$ cat src/rtl/axis_pkt_arbiter_2to1.sv
// Two-input AXI4-Stream arbiter: packet-granular round robin switching on
// tlast, feeding a 2-entry output skid FIFO with per-input packet counters.
`timescale 1ns/1ps
module axis_pkt_arbiter_2to1 #(
    parameter int C_AXIS_TDATA_WIDTH = 32,
    parameter int C_CNT_WIDTH        = 16
) (
    input  logic                              s00_axis_aclk,
    input  logic                              s00_axis_aresetn,
    input  logic [C_AXIS_TDATA_WIDTH-1:0]     s00_axis_tdata,
    input  logic [C_AXIS_TDATA_WIDTH/8-1:0]   s00_axis_tstrb,
    input  logic                              s00_axis_tlast,
    input  logic                              s00_axis_tvalid,
    output logic                              s00_axis_tready,
    input  logic [C_AXIS_TDATA_WIDTH-1:0]     s01_axis_tdata,
    input  logic [C_AXIS_TDATA_WIDTH/8-1:0]   s01_axis_tstrb,
    input  logic                              s01_axis_tlast,
    input  logic                              s01_axis_tvalid,
    output logic                              s01_axis_tready,
    output logic [C_AXIS_TDATA_WIDTH-1:0]     m00_axis_tdata,
    output logic [C_AXIS_TDATA_WIDTH/8-1:0]   m00_axis_tstrb,
    output logic                              m00_axis_tlast,
    output logic                              m00_axis_tvalid,
    input  logic                              m00_axis_tready,
    output logic [1:0]                        grant,
    output logic [C_CNT_WIDTH-1:0]            pkt_cnt_s00,
    output logic [C_CNT_WIDTH-1:0]            pkt_cnt_s01
);

    localparam int SW = C_AXIS_TDATA_WIDTH / 8;

    typedef struct packed {
        logic [C_AXIS_TDATA_WIDTH-1:0] data;
        logic [SW-1:0]                 strb;
        logic                          last;
    } beat_t;

    typedef enum logic [1:0] {
        ARB    = 2'd0,
        GRANT0 = 2'd1,
        GRANT1 = 2'd2
    } state_e;

    logic clk;
    logic rst_n;

    assign clk   = s00_axis_aclk;
    assign rst_n = s00_axis_aresetn;

    state_e state_q, state_d;
    logic   last_grant_q, last_grant_d;

    logic [1:0] occ_q, occ_d;
    logic       wr_ptr_q, wr_ptr_d;
    logic       rd_ptr_q, rd_ptr_d;
    beat_t      mem0_q, mem1_q;
    beat_t      head;
    beat_t      in_beat;

    logic [C_CNT_WIDTH-1:0] cnt0_q, cnt0_d;
    logic [C_CNT_WIDTH-1:0] cnt1_q, cnt1_d;

    logic fifo_full;
    logic fifo_empty;
    logic push0;
    logic push1;
    logic push;
    logic pop;
    logic req0;
    logic req1;

    assign req0 = s00_axis_tvalid;
    assign req1 = s01_axis_tvalid;

    // Full/empty come from registered occupancy only, so upstream tready
    // never has a combinational path from m00_axis_tready.
    assign fifo_full  = (occ_q == 2'd2);
    assign fifo_empty = (occ_q == 2'd0);

    assign push0 = s00_axis_tvalid && s00_axis_tready;
    assign push1 = s01_axis_tvalid && s01_axis_tready;
    assign push  = push0 || push1;
    assign pop   = !fifo_empty && m00_axis_tready;

    always_ff @(posedge clk or negedge rst_n) begin
        if (!rst_n) begin
            state_q      <= ARB;
            last_grant_q <= 1'b1;
        end else begin
            state_q      <= state_d;
            last_grant_q <= last_grant_d;
        end
    end

    always_comb begin
        state_d      = state_q;
        last_grant_d = last_grant_q;
        unique case (state_q)
            ARB: begin
                unique case (1'b1)
                    req0 && req1: begin
                        state_d = last_grant_q ? GRANT0 : GRANT1;
                    end
                    req0 && !req1: state_d = GRANT0;
                    !req0 && req1: state_d = GRANT1;
                    default:       state_d = ARB;
                endcase
                if (state_d == GRANT0) begin
                    last_grant_d = 1'b0;
                end else if (state_d == GRANT1) begin
                    last_grant_d = 1'b1;
                end
            end
            GRANT0: begin
                if (push0 && s00_axis_tlast) begin
                    state_d = ARB;
                end
            end
            GRANT1: begin
                if (push1 && s01_axis_tlast) begin
                    state_d = ARB;
                end
            end
            default: state_d = ARB;
        endcase
    end

    always_comb begin
        grant           = 2'b00;
        s00_axis_tready = 1'b0;
        s01_axis_tready = 1'b0;
        unique case (state_q)
            GRANT0: begin
                grant           = 2'b01;
                s00_axis_tready = !fifo_full;
            end
            GRANT1: begin
                grant           = 2'b10;
                s01_axis_tready = !fifo_full;
            end
            default: begin
                grant = 2'b00;
            end
        endcase
    end

    always_comb begin
        if (state_q == GRANT1) begin
            in_beat = '{data: s01_axis_tdata,
                        strb: s01_axis_tstrb,
                        last: s01_axis_tlast};
        end else begin
            in_beat = '{data: s00_axis_tdata,
                        strb: s00_axis_tstrb,
                        last: s00_axis_tlast};
        end
    end

    always_comb begin
        occ_d    = occ_q;
        wr_ptr_d = wr_ptr_q;
        rd_ptr_d = rd_ptr_q;
        unique case ({push, pop})
            2'b10:   occ_d = occ_q + 2'd1;
            2'b01:   occ_d = occ_q - 2'd1;
            default: occ_d = occ_q;
        endcase
        if (push) begin
            wr_ptr_d = !wr_ptr_q;
        end
        if (pop) begin
            rd_ptr_d = !rd_ptr_q;
        end
    end

    always_ff @(posedge clk or negedge rst_n) begin
        if (!rst_n) begin
            occ_q    <= 2'd0;
            wr_ptr_q <= 1'b0;
            rd_ptr_q <= 1'b0;
            mem0_q   <= '0;
            mem1_q   <= '0;
        end else begin
            occ_q    <= occ_d;
            wr_ptr_q <= wr_ptr_d;
            rd_ptr_q <= rd_ptr_d;
            if (push && !wr_ptr_q) begin
                mem0_q <= in_beat;
            end
            if (push && wr_ptr_q) begin
                mem1_q <= in_beat;
            end
        end
    end

    assign head            = rd_ptr_q ? mem1_q : mem0_q;
    assign m00_axis_tdata  = head.data;
    assign m00_axis_tstrb  = head.strb;
    assign m00_axis_tlast  = head.last;
    assign m00_axis_tvalid = !fifo_empty;

    always_comb begin
        cnt0_d = cnt0_q;
        cnt1_d = cnt1_q;
        if (push0 && s00_axis_tlast) begin
            cnt0_d = cnt0_q + C_CNT_WIDTH'(1);
        end
        if (push1 && s01_axis_tlast) begin
            cnt1_d = cnt1_q + C_CNT_WIDTH'(1);
        end
    end

    always_ff @(posedge clk or negedge rst_n) begin
        if (!rst_n) begin
            cnt0_q <= '0;
            cnt1_q <= '0;
        end else begin
            cnt0_q <= cnt0_d;
            cnt1_q <= cnt1_d;
        end
    end

    assign pkt_cnt_s00 = cnt0_q;
    assign pkt_cnt_s01 = cnt1_q;

endmodule

$ cat config.mk
export PLATFORM = sky130hd
export DESIGN_NAME = axis_pkt_arbiter_2to1
export DESIGN_NICKNAME = d
export VERILOG_FILES = /design/src/rtl/axis_pkt_arbiter_2to1.sv
export SDC_FILE = /design/constraint.sdc
export NUM_CORES = 1
export LEC_CHECK = 0
export BUFFER_PORTS_ARGS = -buffer_cell sky130_fd_sc_hd__buf_2
export CAP_MARGIN = 25
export CORE_ASPECT_RATIO = 1.2
export CORE_UTILIZATION = 58
export CTS_BUF_LIST = sky130_fd_sc_hd__clkbuf_4
export DETAILED_ROUTE_END_ITERATION = 6
export MAX_ROUTING_LAYER = met4
export PLACE_DENSITY = 0.88
export SKIP_LAST_GASP = 1
export SYNTH_ARGS = -nofsm -noshare
export SYNTH_HDL_FRONTEND = slang
export SYNTH_SLANG_ARGS = --single-unit
$ cat constraint.sdc
create_clock -name s00_axis_aclk -period 3.2 [get_ports s00_axis_aclk]
set_input_delay 0.48 -clock s00_axis_aclk [delete_from_list [all_inputs] [get_ports s00_axis_aclk]]
set_output_delay 0.48 -clock s00_axis_aclk [all_outputs]
set_load 0.02 [all_outputs]
[Word level (Yosys, flattened, before mapping)]
Cells that the tools add are included.
Word-level totals
  register bits: 113
  output and inout port bits: 74
  word-level logic and storage cells: 63
Operators by class
  $add $sub $neg: 4
  equality and inequality tests: 9
  multiplexer cells: 14
  reductions and logical operators: 23
Operator list (number)
  $mux 37: 2
  $add 16x1->16 const B: 2
  $pmux 2 s3: 2
  $logic_and 1x1->1: 10
  $eq 2x2->1 const B: 4
  $mux 2: 4
  $pmux 2 s2: 2
  $eq 2x1->1 const B: 3
  $logic_not 1->1: 6
  $logic_not 2->1: 2
  $mux 1: 4
  $ne 2x2->1 const B: 2
  $reduce_and 2->1: 2
  $reduce_bool 2->1: 2
  $add 2x1->2 const B: 1
  $sub 2x1->2 const B: 1
  $logic_or 1x1->1: 1

[Longest topological paths before layout]
Gate-level depths: netlist of the first run.
  depth in word-level cells: 7
  gate-level depth with buffers: 6
  mapped depth without buffers: 6

[Worst setup path after synthesis of the first run]
Ideal clock, no wire load.
  kind: flip-flop to output port
  start: reg rd_ptr_q
  end: out m00_axis_tdata[10]
  arrival time: 1308 ps
  data required time: 2720 ps
  path slack: 1412 ps
  stages on the path, launching flop included: 4
  buffers on the path: 2
  cell sequence: dfrtp_1 clkbuf_1 buf_2 mux2_2
Between the ends
  word-level cells in the longest chain between the ends: 1
Ends and longest elaborated chain
  from (decl): RTL line 55  | logic rd_ptr_q, rd_ptr_d;
  from (signal assigned): RTL line 186  | rd_ptr_q <= rd_ptr_d;
  $mux 37: RTL line 196  | assign head = rd_ptr_q ? mem1_q : mem0_q;
  to (decl): RTL line 20  | output logic [C_AXIS_TDATA_WIDTH-1:0] m00_axis_tdata,
Every way passes these cells.

[Final worst setup path of the first run]
  start: reg rd_ptr_q
  end: out m00_axis_tdata[13]
The elaborated chain is that of the path after synthesis.

==> run summary, run 1 <==
The start-to-end type of the worst setup path is flip-flop to output port. After layout, the minimum clock period comes to about 2.6 ns. The met2 usage in global routing came out at between 40% and 50%. The setup-violating endpoint count in the final report is 0. The leakage power total came out at 3.13 nW.

Once layout is complete, the cells apart from fillers number slightly below 800. The path class of the tightest hold or removal check is input port to asynchronous set/reset pin. The area growth from synthesis to layout came out at 21.5%. The complex-gate fraction of the synthesized area is between 8 and 9%. The fraction of synthesized cell area in xor and xnor cells came out at 5.70%. The flip-flop and latch count after synthesis came out at about 110. Entering global routing, the biggest net connects 75 pins. The routed length per instance came out at approximately 15 um.

The number of max-slew violations in the final report was 0. The run finished with clean final reports. The critical path's top delay family is flip-flops.

The combined flip-flop and latch cell area is 2830 um^2. The largest total area in the synthesized netlist belongs to dfrtp_1. The number of buffers inserted by port buffering came out at 152. The synthesized design devotes to its leading area cell type 52.2% of total area. The number of placed instances with taps included came out at around 740. After floorplanning, the core was divided into 38 placement rows.

The number of antenna violations at the first check in global routing was 0. The number of resized instances in the post-cts repair step came out at 0. The die span in y came out at 107 um.

For this configuration, the core starts out at a cell density of approximately three fifths. The peak clock frequency supported by timing is between 0.3 and 0.4 GHz. After synthesis, the largest family of logic cells by area is multiplexers. The post-synthesis share of cell area spent on and, or, nand and nor gates is 13.4%. Setup repair after global routing left no endpoint under its margin. TritonCTS built the clock tree. At the pin with the least slew margin, the transition time is 0.910 ns. The number of buffers and inverters on the critical path is 1. The wire length of the first global-routing pass is around 19,000 um. Clock skew on the completed layout was measured at 0.0134 ns. The timing startpoint of the critical path is rd_ptr_q. Across every metal layer, demand over resource in global routing totals a little over a quarter. The number of hold violations in the final report was 0. The stage delay of the slowest cell on the critical path is 0.98 ns.

For this run, the number of Yosys warnings is 0. The post-synthesis mux area share is between 10% and 20%. The number of clock buffers added by TritonCTS is 17.

For met1 alone, demand over resource in global routing was between 30% and 40%. The flip-flop cell with the highest count after synthesis is dfrtp_1. In the finished design, the share of the clock period the worst path needs comes to approximately four fifths.

The first routing iteration left around 160 violations. Measured on the finished design, the core utilization comes to 72.3%. The gate count after technology mapping is 486. The power density over cell area came out at between 900 and 1000 nW/um^2. The detailed-placement wirelength estimate came out at 7990 um. The multi-input combinational cell area came out at about 2300 um^2.

The clock transition time at the flip-flop clock pins of the worst setup and hold paths is about 0.11 ns. The worst setup path is captured at an output port. The critical path data required time came out at 2.72 ns.

After detailed routing, the number of remaining DRC violations is 0. The fraction of the yosys area taken by sequential cells came out at roughly 53%. Of all nets on the critical path, the largest fanout is 38. The number of I/O pins is around 150.

Buffers added to address setup during post-CTS repair amount to 0. The total of max-cap violations came out at 0. The count of TritonRoute iterations in the first routing pass is 5. The congestion estimate from routability-driven global placement came to 0.811. The placeable core region came out at 9030 um^2. The fraction of synthesis flops using an asynchronous set or reset pin came out at 100%. The clock net sink count came out at roughly 110.

The post-synth net total is 569. The synthesized netlist contains 37 unique library cells. The number of global-route vias before repair came out at about 4,200.

The number of levels the H-tree was split into is 4. Once detail routing completed, the nets flagged for antenna violations numbered 0. The total power draw is 6.53 mW. The filler cell count in the final layout is 690.

The insertion delay of the later-clocked pin in the worst-skew pair is 0.50 ns. The worst-case headroom to the max-slew limit is just under 40%. The buffer cell driving the clock tree root is clkbuf_4. STA classifies the critical path startpoint as a flip-flop. On the critical path, the stage with the largest delay is an instance of dfrtp_2.

The final layout net count came out at 719. The post-synthesis instance area is 5370 um^2. The number of diodes is 0. In this run the critical register-to-register path is launched from state_q[0]. The arrival time at the worst endpoint is between 2 and 2.5 ns. The met3 track demand over resource in global routing came out at about 7.3%. The global route total overflow is 0. The number of buffers between clock root and the deepest sink is 2.

For this design, the CTS-stage hold fixing added 0 buffers. The critical path goes through mux2_2 > buf_2. The horizontal die dimension came out at between 80 and 90 um. In this run the most used layer during global routing was met2. The total detailed-routing wirelength is roughly 12,000 um.

Sorting the synthesized cells by area gives the leading types as dfrtp_1 (52%), mux2_2 (8.2%), mux2i_1 (6.9%), xnor2_1 (4.2%), o21ai_0 (3.5%). The fraction of final layout cells sized beyond drive strength 1 is 38.2%. After detailed routing, the number of vias per cell comes to between 5 and 6. The die covers approximately 9700 um^2. The post-synthesis area per instance came out at 11.1 um^2.

The share of synthesized cell area in full adder, half adder and majority cells came out at less than 1%. The count of flip-flops with a built-in enable after synthesis is 0. Detailed routing inserted a total of between 4,000 and 5,000 vias. Setup total negative slack on the finished layout was measured at 0 ns. The worst IR drop on VDD is around 0.00066 V.
==> cell usage in the layout (no fill, tap or decap), types with 4 or more instances in the layout <==
cell	instances
nand3_1	15
bufinv_16	6
nor2_1	44
clkinv_2	4
xor2_1	9
nor3_1	8
xnor2_1	26
ha_1	4
o21ai_0	38
mux2i_1	37
buf_4	4
nand4_1	8
inv_1	6
buf_2	151
nand2_1	49
and3_1	4
clkbuf_4	20
a21oi_1	32
a21oi_2	7
dfrtp_1	111
mux2_2	39
==> metal layers <==
metal / part of all wire, % / up-vias
met5: 0 / -
li1: - / 1983
met4: 1.1 / 0
met3: 5.4 / 13
met2: 52 / 126
met1: 41 / 2003
==> flip-flops by register name, summed over array words and instances (netlist names) <==
| register | flops |
|---|---|
| wr_ptr_q | 1 |
| occ_q | 2 |
| mem1_q | 37 |
| mem0_q | 37 |
| pkt_cnt_s00 | 16 |
| pkt_cnt_s01 | 16 |
| last_grant_q | 1 |
| rd_ptr_q | 1 |
| state_q | 2 |
==> Yosys cell counts (9+ instances only) <==
cell type and instances:
a21oi_1 32, buf_2 9, buf_6 9, dfrtp_1 112
mux2_2 39, mux2i_1 37, nand2_1 49, nand3_1 15
nor2_1 44, o21ai_0 38, xnor2_1 26, xor2_1 9
==> worst register-to-register path: stages (launching register included) <==
cell and delay [ns]:
dfrtp_1 0.48, and3b_1 0.35, o211a_2 0.20, buf_4 0.60, nor2_1 0.12, a21oi_1 0.19
==> power by group <==
group / internal (mW) / switching [mW] / leakage (nW)
Combinational: 1.19 / 1.60 / 1.54
Sequential: 1.97 / 0.448 / 1.39
Clock: 0.798 / 0.526 / 0.198
==> final cells by class <==
cell class	count	area share (%)
multi-input cells	340	35.8
inverters	7	0.402
clock inverters	12	3.26
flip-flops and latches	113	43.3
well taps	120	2.30
repair buffers	157	12.6
clock buffers	20	2.30
==> kinds of logic after synthesis <==
| kind of cell | count (synthesis) |
|---|---|
| fa+ha+maj | 4 |
| xor+xnor | 35 |
| mux | 76 |
| simple gates | 145 |
| compound gates | 80 |
| buf+inv | 33 |
| flops | 113 |
==> per-stage QoR <==
step	area (um^2)	hold slack, ns	worst slack (ns)
floorplan	5370	0.184	1.41
global placement	6170	0.457	1.21
detailed placement	6170	0.463	1.18
CTS	6530	0.0610	0.586
global route	6530	0.0948	0.504
finish	6530	0.0660	0.630
==> path summary, 6_finish.rpt <==
kind	end	slack, ns	cells after the start
max	m00_axis_tdata[13]	0.63	2
min reg2reg	pkt_cnt_s01[15]	0.48	1
min in group s00_axis_aclk	mem0_q[2]	0.28	3
max in group asynchronous	pkt_cnt_s01[13]	2.24	2
max reg2reg	mem0_q[31]	1.19	5
min	mem1_q[12]	0.07	1
(Power assumes the default switching activity.)
==> inputs of run 2 (changes only) <==
--- a/config.mk
+++ b/config.mk
@@ -8,11 +8,11 @@
 export BUFFER_PORTS_ARGS = -buffer_cell sky130_fd_sc_hd__buf_2
 export CAP_MARGIN = 25
 export CORE_ASPECT_RATIO = 1.2
-export CORE_UTILIZATION = 58
+export CORE_UTILIZATION = 49
 export CTS_BUF_LIST = sky130_fd_sc_hd__clkbuf_4
 export DETAILED_ROUTE_END_ITERATION = 6
 export MAX_ROUTING_LAYER = met4
-export PLACE_DENSITY = 0.88
+export PLACE_DENSITY = 0.79
 export SKIP_LAST_GASP = 1
 export SYNTH_ARGS = -nofsm -noshare
 export SYNTH_HDL_FRONTEND = slang
==> constraint.sdc (replaced) <==
create_clock -name s00_axis_aclk -period 2.3 [get_ports s00_axis_aclk]
set_input_delay 0.345 -clock s00_axis_aclk [delete_from_list [all_inputs] [get_ports s00_axis_aclk]]
set_output_delay 0.345 -clock s00_axis_aclk [all_outputs]
set_load 0.02 [all_outputs]
==> run 2 against run 1 <==
The flow now finishes with violations (design-rule violations). Via count decreased by 2.6%. Flip-flop and latch count unchanged. Combinational power increased by 46%.
==> run summary, run 2 (synthesis results as in run 1) <==
The flow ran to the end, but the final reports show violations. The final reports fail on design-rule violations. The total of max-cap violations is 0 (unchanged). The clock transition time at the flip-flop clock pins of the worst setup and hold paths came out at 0.09 ns (-0.02 ns).

The number of levels the H-tree was split into is 4 (unchanged). The DRC violation total after the first TritonRoute iteration came out at 202 (+24%). The net switching power of the design is 3.49 mW (+36%).

Compared with the post-synthesis result, the final layout area differs by 20.8%. The routed length per instance came out at 14.1 um (-6.7%). The largest individual stage delay along the critical path comes from the cell dfrtp_1. The number of I/O pins was 153 (unchanged).

The fraction of final layout cells sized beyond drive strength 1 is 37.6% (-0.66 points). The minimum clock period is 2.10 ns. The number of antenna-violating nets in the routed design is 0 (unchanged). The total number of vias is 4,017 (-2.6%).

The final critical-path share of the clock period is between 90 and 100%. The critical path in this run is classified as flip-flop to output port. The number of diodes is 0 (unchanged). The fraction of the core area covered by cells at the end of the flow is 61.1% (-11 points). The wire length of the first global-routing pass came out at 18,400 um (-4.1%). The type of the tightest min-delay check is input port to flip-flop. The total global-route track usage is 21.4% (-4.8 points). The tree is rooted in a clkbuf_4. The number of buffers added by the clock tree synthesis step was 17 (unchanged).

The area enclosed by the die boundary is 11,400 um^2 (+18%). The worst hold slack came out at 0.181 ns (+0.115 ns). The worst IR drop on VDD was 0.000913 V (+39%). The clock skew after layout is 0.0139 ns (+0.000498 ns). The clock net sink count came out at 113 (unchanged). The number of buffers between clock root and the deepest sink came out at 2 (unchanged). The power density over cell area is 1310 nW/um^2 (+31%).

The switching power share of the total came to 41.1% (+1.7 points). The final RePlAce weighted congestion is 0.788 (-2.8%). The slew at the pin with the worst max-slew slack came out at 0.691 ns (-0.219 ns). The worst setup path is captured at an output port. The horizontal die dimension is 97.6 um (+8.6%). The insertion delay of the later-clocked pin in the worst-skew pair came out at 0.47 ns (-0.03 ns). The setup total negative slack was 0 ns (unchanged).

The filler cell count in the final layout came out at 887 (+29%). The maximum fanout along the worst path came to 39 (+2.6%). The largest net degree at the start of global routing came out at 75 (unchanged).

The number of buffers inserted by port buffering is 152 (unchanged). The type of element launching the critical path is a flip-flop. In the layout the commonest cells are buf_2 (151), dfrtp_1 (111), nand2_1 (49). The largest registers in the layout are mem0_q: 37 flops, mem1_q: 37 flops.

The part of the power in combinational logic came to 48.1% (+5.3 points). The power share of the clock group came out at 13.9% (-6.4 points). The arrival time at the worst endpoint is 1.76 ns (-0.33 ns). The total number of placement rows came to 41 (+7.9%). The internal power is 5.00 mW (+27%). The global route total overflow came to 0 (unchanged). The vias per cell is 5.12 (-4.5%). The setup-violating endpoint count in the final report is 0 (unchanged). The die span in y was 117 um (+8.6%). The placeable core region is 10,600 um^2 (+18%). For this run, the top clock speed supported by timing is around 0.48 GHz. Setup repair after global routing left no endpoint under its margin. The post-detailed-route DRC marker count was 24 (+24). The critical path goes through nand2b_4 > inv_2 > buf_12 > buf_2. The share of power burned in registers is 38.0% (+1.0 points).

The effective utilization at floorplan came out at 50.6% (-8.9 points). The total detailed-routing wirelength came out at 11,100 um (-4.9%). The detailed-placement wirelength estimate is 7830 um (-1.9%).

The number of antenna violations at the first check in global routing is 0 (unchanged). TritonCTS built the clock tree. The leakage power total is 3.10 nW (-0.85%). The most frequent standard cell in the layout excluding fill and tap cells is buf_2.

The stage delay of the slowest cell on the critical path is 0.48 ns (-0.50 ns). The final layout net count is 726 (+0.97%). The number of hold violations in the final report came out at 0 (unchanged).

The number of max-slew violations in the final report is 0 (unchanged). The worst-case headroom to the max-slew limit is 53.9% (+15 points). The count of TritonRoute iterations in the first routing pass came out at 6 (+1). The critical path data required time is 1.96 ns (-0.76 ns). The number of global-route vias before repair came to 3,954 (-5.1%).
## run 2: cell count changes in the layout (fill, tap and decap cells not counted), sizes merged
cell / change
dlygate4sd3: +1
bufinv: -5
clkbuf: -1
clkinv: +5
buf: +6
## run 2: repair_timing
item | 4_1_cts | 5_1_grt
endpoints found under the setup margin | 8 | 2
endpoints found under the hold margin | 50 | 0
resized for setup | 1 | 0
buffers inserted | 0 | 2
hold buffers | 1 | 0
## run 2: critical path: cells and delay by family, from the launching register on
family	cells	cell delay, ns
buffers and inverters	3	0.58
AND/OR/NAND/NOR	1	0.22
flip-flops	1	0.48
## run 2: power by group through the flow
| stage | Clock (mW) | Sequential, mW | Combinational, mW |
|---|---|---|---|
| after floorplan | 0 | 3.18 | 3.04 |
| after global placement | 0 | 3.27 | 3.92 |
| after detailed placement | 0 | 3.32 | 4.06 |
| after CTS | 1.24 | 3.29 | 4.07 |
| after global routing | 1.35 | 3.34 | 4.48 |
| final | 1.18 | 3.23 | 4.08 |
## run 2: layer usage
layer  track usage [%]  wire length, um  vias up
met5                 -                0        -
met4              7.47               68        0
met3              6.40              625        7
met2              35.1             5690      123
met1              25.2             4660     1891
li1                  -                -     1996
## run 2: stage by stage
| step | setup slack [ns] | instances | instance area [um^2] | power [mW] |
|---|---|---|---|---|
| 5_1_grt | 0.0557 | 784 | 6490 | 9.17 |
| 3_3_place_gp | 0.559 | 750 | 6250 | 7.19 |
| 4_1_cts | 0.0494 | 782 | 6480 | 8.60 |
| 2_1_floorplan | 0.647 | 486 | 5370 | 6.22 |
| 3_5_place_dp | 0.465 | 750 | 6250 | 7.38 |
| 6_report | 0.197 | 784 | 6490 | 8.50 |
## run 2: cell type report
| class | count | area (um^2) | share of cell area [%] |
|---|---|---|---|
| Timing Repair Buffer | 164 | 918 | 14.1 |
| Clock buffer | 19 | 143 | 2.20 |
| Inverter | 7 | 26.3 | 0.405 |
| Tap cell | 129 | 161 | 2.49 |
| Clock inverter | 12 | 75.1 | 1.16 |
| Multi-Input combinational cell | 340 | 2340 | 36.0 |
| Sequential cell | 113 | 2830 | 43.6 |
## run 2: path summary, 6_finish.rpt
path | start | endpoint | slack, ns | cells after the start
worst max-delay path | state_q[0] | grant[1] | 0.20 | 4
worst min-delay path | s00_axis_tdata[20] | mem0_q[25] | 0.18 | 3
worst max register to register | state_q[0] | occ_q[1] | 0.49 | 5
worst min register to register | pkt_cnt_s01[15] | pkt_cnt_s01[15] | 0.48 | 1
max in group asynchronous | s00_axis_aresetn | last_grant_q | 1.12 | 3
min in group asynchronous | s00_axis_aresetn | mem1_q[12] | 0.46 | 2
==> inputs of run 3 (changes only) <==
--- a/config.mk
+++ b/config.mk
@@ -13,6 +13,7 @@
 export DETAILED_ROUTE_END_ITERATION = 6
 export MAX_ROUTING_LAYER = met4
 export PLACE_DENSITY = 0.79
+export REMOVE_ABC_BUFFERS = 1
 export SKIP_LAST_GASP = 1
 export SYNTH_ARGS = -nofsm -noshare
 export SYNTH_HDL_FRONTEND = slang
==> run 3 against run 2 <==
The flow still finishes with violations (design-rule violations). Final area is 0.98% higher. Count of clock-buffer cells in the layout stayed put. Worst setup slack worse by 0.041 ns. Die area stayed put. Flip-flop and latch count stayed put. Largest power group unchanged.
==> run summary, run 3 (synthesis results as in run 1) <==
The number of non-filler instances in the completed layout is 784 (unchanged). The count of TritonRoute iterations in the first routing pass is 6 (unchanged). The post-detailed-route DRC marker count came out at 22 (-8.3%). The number of diodes is 0 (unchanged). The global route total overflow came out at 0 (unchanged). The largest net degree at the start of global routing is 75 (unchanged). The worst-case headroom to the max-slew limit came out at 58.8% (+4.9 points). The element type at the critical path end is an output port. The worst setup path is of the flip-flop to output port kind. The number of hold violations in the final report came out at 0 (unchanged). The number of antenna violations at the first check in global routing came out at 0 (unchanged). The slew at the pin with the worst max-slew slack was 0.618 ns (-0.0735 ns). The total number of placement rows is 41 (unchanged). The number of global-route vias before repair is 4,083 (+3.3%). The area growth from synthesis to layout is 22.0%.

The worst hold slack came out at 0.187 ns (+0.00549 ns). The flow ran to the end, but the final reports show violations. The path class of the tightest hold or removal check is input port to flip-flop. The peak clock frequency supported by timing is 0.467 GHz (-1.9%). The number of I/O pins came out at 153 (unchanged). The number of antenna-violating nets in the routed design came out at 0 (unchanged). The routed length per instance is 14.3 um (+1.4%). The critical path data required time is 1.96 ns (about the same).

The slack of the worst reg-to-reg path is 0.48 ns (about the same). The instance area after placement is 6230 um^2 (-0.28%). The number of buffers added by the clock tree synthesis step is 17 (unchanged). The final layout net count is 725 (-0.14%). The clock skew after layout is 0.0105 ns (-0.00342 ns). The number of levels the H-tree was split into is 4 (unchanged). The die span in y was 117 um (unchanged). The fraction of the core area covered by cells at the end of the flow came out at 61.7% (+0.60 points). The number of max-slew violations in the final report is 0 (unchanged).

TritonCTS built the clock tree. The maximum fanout along the worst path was 25 (-36%). The type of element launching the critical path is a flip-flop. The final critical-path share of the clock period is 93.2% (+1.8 points).

The setup-violating endpoint count in the final report is 0 (unchanged). The fraction of final layout cells sized beyond drive strength 1 came out at 38.2% (+0.61 points). The detailed-placement wirelength estimate came out at 8030 um (+2.5%).

The insertion delay of the later-clocked pin in the worst-skew pair is 0.48 ns (about the same). The arrival time at the worst endpoint came out at 1.80 ns (+0.04 ns). The number of placed instances with taps included came out at 751 (+0.13%). The placeable core region came out at 10,600 um^2 (unchanged). The library cells used most frequently in the layout, excluding fill and tap cells, are buf_2 (151), dfrtp_1 (111), nand2_1 (49). The post-route standard cell area excluding fillers came out at 6560 um^2 (+0.98%). The leakage power total is 3.12 nW (+0.76%). In the final layout, the registers with the most flip-flops are mem0_q: 37 flops, mem1_q: 37 flops.

The number of buffers between clock root and the deepest sink is 2 (unchanged). The total detailed-routing wirelength was 11,200 um (+1.4%). The total number of vias is 4,105 (+2.2%). The wire length of the first global-routing pass came out at 18,600 um (+1.2%). The checks that failed: design-rule violations. The clock net sink count came out at 113 (unchanged). The vias per cell was 5.24 (+2.2%). The effective utilization at floorplan came out at 50.6% (unchanged).

The area enclosed by the die boundary is 11,400 um^2 (unchanged). The total global-route track usage is 21.4% (+0.049 points). The worst IR drop on VDD is 0.000742 V (-19%). The filler cell count in the final layout came out at 871 (-1.8%).

The DRC violation total after the first TritonRoute iteration came out at 154 (-24%). The clock transition time at the flip-flop clock pins of the worst setup and hold paths came to 0.09 ns (about the same). Setup repair after global routing left no endpoint under its margin. The total of max-cap violations is 0 (unchanged).

The horizontal die dimension came out at 97.6 um (unchanged). The number of buffers inserted by port buffering is 152 (unchanged). The minimum clock period came to 2.14 ns (+0.0408 ns). The power density over cell area is 1350 nW/um^2 (+3.1%). Leaving out fill and tap cells, the most frequent cell in the layout is buf_2. The tree is rooted in a clkbuf_4. The final RePlAce weighted congestion was 0.802 (+1.7%).
run 3: cell types whose count changed in the layout (fill, tap and decap cells not counted):
cell / change
buf_12: -2
buf_6: +1
bufinv_16: +3
clkinv_1: -4
clkinv_2: -1
clkinvlp_4: +3
run 3: where the power goes:
group | leakage, nW | internal, mW | switching [mW]
Clock | 0.158 | 0.870 | 0.709
Sequential | 1.39 | 2.74 | 0.535
Combinational | 1.58 | 1.69 | 2.30
run 3: layer usage:
layer	GRT usage (%)	share of wire [%]	vias up
li1	-	-	1997
met1	23.9	42	1991
met2	37.4	52	108
met3	5.33	4.7	9
met4	7.88	1.2	0
met5	-	0	-
run 3: layout make-up:
cell class / count / area, um^2 / share of cell area (%)
inverter: 7 / 26.3 / 0.401
sequential: 113 / 2830 / 43.2
timing repair buffer: 163 / 890 / 13.6
tap: 129 / 161 / 2.46
multi-input combinational: 340 / 2340 / 35.6
clock buffer: 19 / 143 / 2.18
clock inverter: 13 / 168 / 2.56
run 3: repair_timing:
action | 4_1_cts | 5_1_grt
gates resized for setup | 0 | 2
hold buffers | 1 | 0
buffers inserted | 0 | 0
endpoints found under the setup margin | 0 | 9
hold endpoints to repair | 45 | 0
run 3: path summary, 6_finish.rpt:
kind,start,end,cells after the start
max in group asynchronous,s00_axis_aresetn,last_grant_q,3
setup reg to reg,state_q[1],mem0_q[10],5
hold reg to reg,pkt_cnt_s01[15],pkt_cnt_s01[15],1
min in group asynchronous,s00_axis_aresetn,pkt_cnt_s00[12],2
setup / recovery,rd_ptr_q,m00_axis_tdata[8],3
hold / removal,s00_axis_tdata[25],mem0_q[30],3
run 3: critical path, stage by stage (launching register included):
cell	delay [ns]
dfrtp_4	0.57
buf_12	0.23
mux2_2	0.37
buf_2	0.16
run 3: metrics by stage:
| stage | worst slack (ns) | TNS (ns) | power (mW) |
|---|---|---|---|
| after floorplan | -0.0911 | -3.55 | 6.03 |
| after global placement | 0.584 | 0 | 7.17 |
| after detailed placement | 0.509 | 0 | 7.33 |
| after CTS | 0.0186 | 0 | 8.94 |
| after global routing | 0.0427 | 0 | 9.48 |
| final | 0.157 | 0 | 8.85 |
